<file path="src/rtl/fft_pkg.sv">
// Shared fixed-point helpers for the radix-2 FFT butterflies: Q-format limits,
// round-half-up with saturation, and a wide complex pair.
package fft_pkg;

   typedef struct packed {
      logic signed [63:0] re;
      logic signed [63:0] im;
   } cplx_t;

   // Largest and smallest Q1.(width-1) values, as wide signed constants.
   function automatic logic signed [63:0] tw_one(input int unsigned width);
      return (64'sd1 <<< (width - 1)) - 64'sd1;
   endfunction

   function automatic logic signed [63:0] tw_min(input int unsigned width);
      return -(64'sd1 <<< (width - 1));
   endfunction

   function automatic logic signed [63:0] sat_round(input logic signed [63:0] value,
                                                    input int unsigned shift,
                                                    input int unsigned width);
      logic signed [63:0] r;
      r = value;
      if (shift != 0)
         r = (value + (64'sd1 <<< (shift - 1))) >>> shift;
      if (r > tw_one(width))
         r = tw_one(width);
      else if (r < tw_min(width))
         r = tw_min(width);
      return r;
   endfunction

endpackage

</file>
<file path="src/rtl/cplx_mul_rs.sv">
// Two-register complex multiply: full-precision product, then round/saturate
// down to OW bits after an arithmetic right shift of SHIFT.
module cplx_mul_rs
   import fft_pkg::*;
#(
   parameter int unsigned DW    = 17,
   parameter int unsigned TW    = 16,
   parameter int unsigned OW    = 16,
   parameter int unsigned SHIFT = 15
) (
   input  logic                 clk,
   input  logic                 rst,
   input  logic                 en,
   input  logic signed [DW-1:0] d_re,
   input  logic signed [DW-1:0] d_im,
   input  logic signed [TW-1:0] w_re,
   input  logic signed [TW-1:0] w_im,
   output logic signed [OW-1:0] y_re,
   output logic signed [OW-1:0] y_im
);

   localparam int unsigned PW = DW + TW + 1;

   logic signed [PW-1:0] dx_re, dx_im, wx_re, wx_im;
   logic signed [PW-1:0] p_re, p_im;
   cplx_t                p_wide;

   always_comb begin
      dx_re    = PW'(d_re);
      dx_im    = PW'(d_im);
      wx_re    = PW'(w_re);
      wx_im    = PW'(w_im);
      p_wide.re = 64'(p_re);
      p_wide.im = 64'(p_im);
   end

   always_ff @(posedge clk or posedge rst) begin
      if (rst) begin
         p_re <= '0;
         p_im <= '0;
         y_re <= '0;
         y_im <= '0;
      end else if (en) begin
         p_re <= dx_re * wx_re - dx_im * wx_im;
         p_im <= dx_re * wx_im + dx_im * wx_re;
         y_re <= OW'(sat_round(p_wide.re, SHIFT, OW));
         y_im <= OW'(sat_round(p_wide.im, SHIFT, OW));
      end
   end

endmodule

</file>
<file path="src/rtl/butterfly_dif.sv">
// Radix-2 DIF butterfly: y0 = a + b, y1 = (a - b) * w (conjugate w when inv),
// three-stage pipeline with a single global enable driven by the output stage.
module butterfly_dif
   import fft_pkg::*;
#(
   parameter int unsigned WIDTH = 16,
   parameter int unsigned SCALE = 0
) (
   input  logic                    clk,
   input  logic                    rst,
   input  logic                    in_valid,
   output logic                    in_ready,
   input  logic                    inv,
   input  logic signed [WIDTH-1:0] a_re,
   input  logic signed [WIDTH-1:0] a_im,
   input  logic signed [WIDTH-1:0] b_re,
   input  logic signed [WIDTH-1:0] b_im,
   input  logic signed [WIDTH-1:0] twiddle_re,
   input  logic signed [WIDTH-1:0] twiddle_im,
   output logic                    out_valid,
   input  logic                    out_ready,
   output logic signed [WIDTH-1:0] y0_re,
   output logic signed [WIDTH-1:0] y0_im,
   output logic signed [WIDTH-1:0] y1_re,
   output logic signed [WIDTH-1:0] y1_im
);

   localparam int unsigned SW = WIDTH + 1;
   localparam logic signed [WIDTH-1:0] W_ONE = WIDTH'(tw_one(WIDTH));
   localparam logic signed [WIDTH-1:0] W_MIN = WIDTH'(tw_min(WIDTH));

   logic                    en, accept, rst_done, v1, v2;
   logic signed [WIDTH-1:0] w_im_eff;
   logic signed [SW-1:0]    s1_sum_re, s1_sum_im, s1_d_re, s1_d_im;
   logic signed [SW-1:0]    s2_sum_re, s2_sum_im;
   logic signed [WIDTH-1:0] s1_w_re, s1_w_im;

   // rst_done keeps in_ready low through reset and for the first edge after it.
   assign en       = !out_valid || out_ready;
   assign in_ready = rst_done && en;
   assign accept   = in_valid && in_ready;

   always_comb begin
      w_im_eff = twiddle_im;
      if (inv)
         w_im_eff = (twiddle_im == W_MIN) ? W_ONE : -twiddle_im;
   end

   always_ff @(posedge clk or posedge rst) begin
      if (rst) begin
         rst_done  <= 1'b0;
         v1        <= 1'b0;
         v2        <= 1'b0;
         out_valid <= 1'b0;
         s1_sum_re <= '0;
         s1_sum_im <= '0;
         s1_d_re   <= '0;
         s1_d_im   <= '0;
         s1_w_re   <= '0;
         s1_w_im   <= '0;
         s2_sum_re <= '0;
         s2_sum_im <= '0;
         y0_re     <= '0;
         y0_im     <= '0;
      end else begin
         rst_done <= 1'b1;
         if (en) begin
            v1        <= accept;
            v2        <= v1;
            out_valid <= v2;
            if (accept) begin
               s1_sum_re <= SW'(a_re) + SW'(b_re);
               s1_sum_im <= SW'(a_im) + SW'(b_im);
               s1_d_re   <= SW'(a_re) - SW'(b_re);
               s1_d_im   <= SW'(a_im) - SW'(b_im);
               s1_w_re   <= twiddle_re;
               s1_w_im   <= w_im_eff;
            end
            s2_sum_re <= s1_sum_re;
            s2_sum_im <= s1_sum_im;
            y0_re     <= WIDTH'(sat_round(64'(s2_sum_re), SCALE, WIDTH));
            y0_im     <= WIDTH'(sat_round(64'(s2_sum_im), SCALE, WIDTH));
         end
      end
   end

   cplx_mul_rs #(
      .DW    (SW),
      .TW    (WIDTH),
      .OW    (WIDTH),
      .SHIFT (WIDTH - 1 + SCALE)
   ) u_mul (
      .clk  (clk),
      .rst  (rst),
      .en   (en),
      .d_re (s1_d_re),
      .d_im (s1_d_im),
      .w_re (s1_w_re),
      .w_im (s1_w_im),
      .y_re (y1_re),
      .y_im (y1_im)
   );

endmodule

</file>
<file path="config.mk">
export PLATFORM = sky130hd
export DESIGN_NAME = butterfly_dif
export DESIGN_NICKNAME = d
export VERILOG_FILES = /design/src/rtl/fft_pkg.sv /design/src/rtl/cplx_mul_rs.sv /design/src/rtl/butterfly_dif.sv
export SDC_FILE = /design/constraint.sdc
export NUM_CORES = 2
export LEC_CHECK = 0
export BUFFER_PORTS_ARGS = -buffer_cell sky130_fd_sc_hd__buf_2
export CORE_MARGIN = 2
export CORE_UTILIZATION = 58
export DETAILED_ROUTE_END_ITERATION = 16
export PLACE_DENSITY = 0.75
export SLEW_MARGIN = 15
export SYNTH_ARGS = -nofsm -noshare
export SYNTH_HDL_FRONTEND = slang
export SYNTH_SLANG_ARGS = --single-unit
</file>
<file path="constraint.sdc">
create_clock -name clk -period 12.38 [get_ports clk]
set_input_delay 2.476 -clock clk [delete_from_list [all_inputs] [get_ports clk]]
set_output_delay 2.476 -clock clk [all_outputs]
set_load 0.02 [all_outputs]
</file>
* Word-level counts from Yosys, hierarchy flattened
Cells that the tools add are included.
** Word-level totals
- Register bits :: 270
- Output and inout port bits :: 66
- Memories :: 0
- RAM bits :: 0
- Latch bits :: 0
- Bits in read-only memories :: 0
** Cells by class
- Shift operators :: 0
- Reduce and logical (&&, ||, !) cells :: 5
- Bitwise operators :: 0
- Equality and inequality tests :: 1
- Divide/modulo/power cells :: 0
- Magnitude comparators :: 8
- $add $sub $neg :: 9
- Muxes and demuxes :: 12
- Multiply operators :: 4
** Operator list (count)
- $mux 16 :: 10
- $mul 17x16->33 :: 4
- $gt 64x16->1 const B :: 2
- $lt 64x16->1 const B :: 2
- $mux 64 :: 2
- $add 34x16->35 const B :: 2
- $add 16x16->17 :: 2
- $add 34x34->34 :: 1
- $gt 17x16->1 const B :: 2
- $lt 17x16->1 const B :: 2
- $sub 16x16->17 :: 2
- $sub 34x34->34 :: 1
- $eq 16x16->1 const B :: 1
- $neg 16->16 :: 1
- $logic_and 1x1->1 :: 2
- $reduce_and 2->1 :: 1
- $logic_not 1->1 :: 1
- $logic_or 1x1->1 :: 1

* Logic depth before layout (Yosys ltp)
- Word-level depth :: 6
- Depth in mapped cells :: 35
- Depth with buffers taken out :: 33

* Modules after synthesis
Synthesis repeated with hierarchy kept, for this count alone.
** Unflattened totals
- Cells, all modules :: 5959
- Area total of the unflattened synthesis :: 55002.8 sq um
** By module, submodules not included
- cplx_mul_rs :: instances 1, area each 44968.1 sq um, cells an instance 4756
- butterfly_dif :: instances 1, area each 10034.6 sq um, cells an instance 1203

* Worst setup path before layout
OpenSTA, ideal clock, no wires.
- Path type :: register to register
- Start :: reg s1_w_im[3]
- End :: reg u_mul.p_re[32]
- Cell stages (with the launch flop) :: 31
- Arrival time :: 7703 ps
- Path slack :: 4540 ps
- Clock period less this slack :: 7840 ps
- Library setup time :: 137 ps
- Cells stage by stage :: dfrtp_1 clkbuf_1 clkbuf_1 nand2_1 fa_1 fa_1 fa_1 fa_1 inv_1 fa_1 inv_1 fa_1 inv_1 ha_1 and3_1 a221o_1 a31oi_1 a211o_1 a31oi_1 xnor2_1 ha_1 a21oi_1 nand2_1 a221oi_1 o22ai_1 a211oi_1 a21oi_1 a21oi_1 o211ai_1 xnor2_1 a21oi_1
** Between the ends
- Word-level cells in the longest chain between the ends :: 2
** Ends and longest elaborated chain
- start: declaration :: line butterfly_dif.sv:36 : logic signed [WIDTH-1:0] s1_w_re, s1_w_im;
- start signal: assignment :: line butterfly_dif.sv:77 : s1_w_im <= w_im_eff;
- $mul 17x16->33 :: line cplx_mul_rs.sv:44 : p_re <= dx_re * wx_re - dx_im * wx_im;
- $sub 34x34->34 :: line cplx_mul_rs.sv:44
- end signal: assignment :: line cplx_mul_rs.sv:44
- end: declaration :: line cplx_mul_rs.sv:25 : logic signed [PW-1:0] p_re, p_im;
Every way passes these cells.
A chain may end at the register's enable or synchronous reset.

* Worst setup path after layout
- Start :: reg s1_w_re[15]
- End :: reg u_mul.p_re[32]
** Between the ends
- Word-level cells in the longest chain between the ends :: 2
** Ends and longest elaborated chain
- start: declaration :: line butterfly_dif.sv:36
- start signal: assignment :: line butterfly_dif.sv:76 : s1_w_re <= twiddle_re;
- $mul 17x16->33 :: line cplx_mul_rs.sv:44
- $sub 34x34->34 :: line cplx_mul_rs.sv:44
Every way passes these cells.

==> summary.txt <==
Setup path
  – Register-to-Register Path Depth: 28
  – Reg2reg end: u_mul.p_re[32]
  – Critical path's slowest cell: dfrtp_1
  – Max incr delay on CP: 700 ps
  – Max FO, Critical Path: 15
  – Worst r2r src: s1_w_re[15]
  – Worst Path Required: 12820 ps
  – Crit Path Category: reg2reg
  – Worst Path Buf+Inv: 4
  – Reg-to-reg slack, setup: 2950 ps
  – Top delay family on crit path: adder cells
  – Critical Path AT: 9880 ps
  – Critical Path Source Type: flip-flop
  – Most frequent CP cell: fa_1
  – Crit. End Element: flip-flop

Clock tree
  – TritonCTS clock tree: built
  – Clock latency on the worst-skew pair: 610 ps
  – Clk sinks: 240
  – # hold bufs at CTS: 0
  – CTS root buf: clkbuf_16
  – CTS Buf Count: 27
  – Clock slew at reported path FFs: 70 ps
  – Clk buf depth: 3
  – Htree depth: 1
  – Setup Buffers After CTS: 0
  – CTS resizes: 0

Drt
  – DR vias: 42200
  – Avg WL per Cell: 18.5 um
  – DRT Pass-1 Iters: 5
  – Number of nets still failing antenna checks after routing: 0
  – Final WL: 142000 um
  – Drc violations: 0
  – Initial DRC count: 3088
  – Vias per Instance: 5.52

STA
  – Max Clock Freq: 106 MHz
  – RSZ-0062 raised after global routing: false
  – Setup tns final: 0 ps
  – Setup Skew: 32.1 ps
  – Final setup fails: 0
  – Max transition margin: 18.9%
  – Tightest Pin Transition: 1200 ps
  – Minimum clock period: 9430 ps
  – Final Cycle Share: 76.2%
  – Hold Vio Cnt, Final: 0
  – Max-slew violation total from the final report: 0

Floorplan
  – Die ar.: 99600 um2
  – Number of I/O pins: 167
  – Die Y: 316 um
  – Chip Width: 316 um
  – Core area: 96400 um2
  – Site Rows: 114
  – Initial Util: 58.4%

Layout
  – Layout cells sized above 1: 5.06%
  – Most common cell after layout, fill and taps aside: inv_1
  – Area grow syn2layout: 5.23%
  – Nets: 8019
  – Most frequent cells in the layout: 1384 x inv_1, 1108 x fa_1, 860 x nand2_1

Min path
  – Hold endpoint: s2_sum_im[11]
  – Hold Startpoint: s2_sum_im[11]
  – Hold-critical path depth: 2
  – Hold Crit Class: reg2reg

Synth
  – Mapped Nets: 8037
  – Share of the yosys chip area belonging to registers: 10.7%
  – Synthesis Warnings: 0
  – Async SR Flop Fraction: 100%
  – Syn avg cell area: 8.85 um2
  – Post-synthesis sequential element count: 240
  – Yosys cell types: 82
  – Most used flip-flop cell after synthesis: dfrtp_1
  – Mapped Cells: 6361
  – Cell area after synthesis: 56300 um2
  – Number of synthesized flops with an enable pin: 0

Run status
  – Status: finished, final reports clean

Global routing
  – Global-route wire length before repair: 234000 um
  – All-Layer GR Usage: 29.6%
  – Grt total ovfl: 0
  – Initial antenna violation count: 7
  – Vias in the first global route: 44900
  – Largest net degree at the start of global routing: 117

Placement
  – Dpl hpwl: 113000 um
  – Final GP Congestion: 0.937
  – Port Buffer Count: 166

Flow run
  – Max-cap violations: 0
[area by class of cell]
cell class	instances	area [um2]
fillers	8128	37200
multi-input cells	4444	44000
inverters	1389	5220
well taps	1276	1600
flip-flops and latches	240	6020
clock inverters	15	248
clock buffers	35	736
repair buffers	241	1390
diodes	3	7.51
[cells by family after synthesis]
family / after synthesis / share of synthesized area (%)
mux: 8 / 0.151
other cells: 1 / 0.00666
buf+inv: 1677 / 11.2
compound gates: 751 / 8.46
fa+ha+maj: 1575 / 49.8
xor+xnor: 263 / 4.09
simple gates: 1846 / 15.7
flops: 240 / 10.7
[state kept, by name (all words and copies together) (netlist names)]
| name | cells |
|---|---|
| s1_sum_re | 17 |
| y0_re | 16 |
| s2_sum_re | 17 |
| v2 | 1 |
| s1_w_im | 16 |
| s1_d_im | 16 |
| out_valid | 1 |
| rst_done | 1 |
| s2_sum_im | 17 |
| u_mul.p_re | 20 |
| v1 | 1 |
| s1_d_re | 16 |
| u_mul.y_im | 16 |
| u_mul.p_im | 20 |
| y0_im | 16 |
| s1_sum_im | 17 |
| u_mul.y_re | 16 |
| s1_w_re | 16 |
[synth_stat cells (all sizes together) (32+ instances only)]
cell type | n | area share, %
a21o | 54 | 0.72
dfrtp | 240 | 11
ha | 467 | 10
o21a | 62 | 0.83
xor2 | 85 | 1.3
a21oi | 208 | 1.8
xnor2 | 178 | 2.8
o21bai | 32 | 0.43
and2 | 511 | 5.7
clkbuf | 275 | 1.8
inv | 1385 | 9.2
nand2b | 48 | 0.53
nand3 | 48 | 0.43
nand2 | 861 | 5.7
o21ai | 198 | 1.8
fa | 1108 | 39
nor2 | 203 | 1.4
nor3 | 40 | 0.36
o211ai | 54 | 0.72
[layer usage]
metal | vias to the layer above | wire length [um] | global-route usage, % | part of all wire [%]
met3 | 314 | 12400 | 6.83 | 8.7
met4 | 0 | 5690 | 10.4 | 4.0
met5 | - | 0 | 0 | 0
met2 | 1483 | 67200 | 49.2 | 47
li1 | 19200 | - | - | -
met1 | 21200 | 56400 | 38.3 | 40
[metrics by stage]
stage	std cells	instance area, um2	worst slack [ps]	hold WS (ps)	utilization, %
2_1_floorplan	6361	56300	3320	430	-
3_3_place_gp	7590	58300	3170	442	60.4
3_5_place_dp	7590	58300	3070	450	60.4
4_1_cts	7640	59200	3040	465	61.4
5_1_grt	7640	59300	2470	490	61.4
6_report	7643	59300	2950	462	61.5
[how the worst max path moves through the flow]
stage | from | end | depth (start not counted)
after global routing | s1_w_re[15] | u_mul.p_re[32] | 28
after detailed placement | s1_d_im[5] | u_mul.p_re[32] | 30
after floorplan | rst | out_valid | 1
final | s1_w_re[15] | u_mul.p_re[32] | 28
after global placement | s1_d_im[5] | u_mul.p_re[32] | 30
after CTS | s1_d_im[5] | u_mul.p_re[32] | 30
[worst min-delay path: stages (launching register included)]
cell and delay, ps:
dfrtp_1 340, nand2_1 50, nand2_1 50
Power is not shown: default switching activity piles up to over one toggle a cycle in this logic, so the estimate is an artifact.
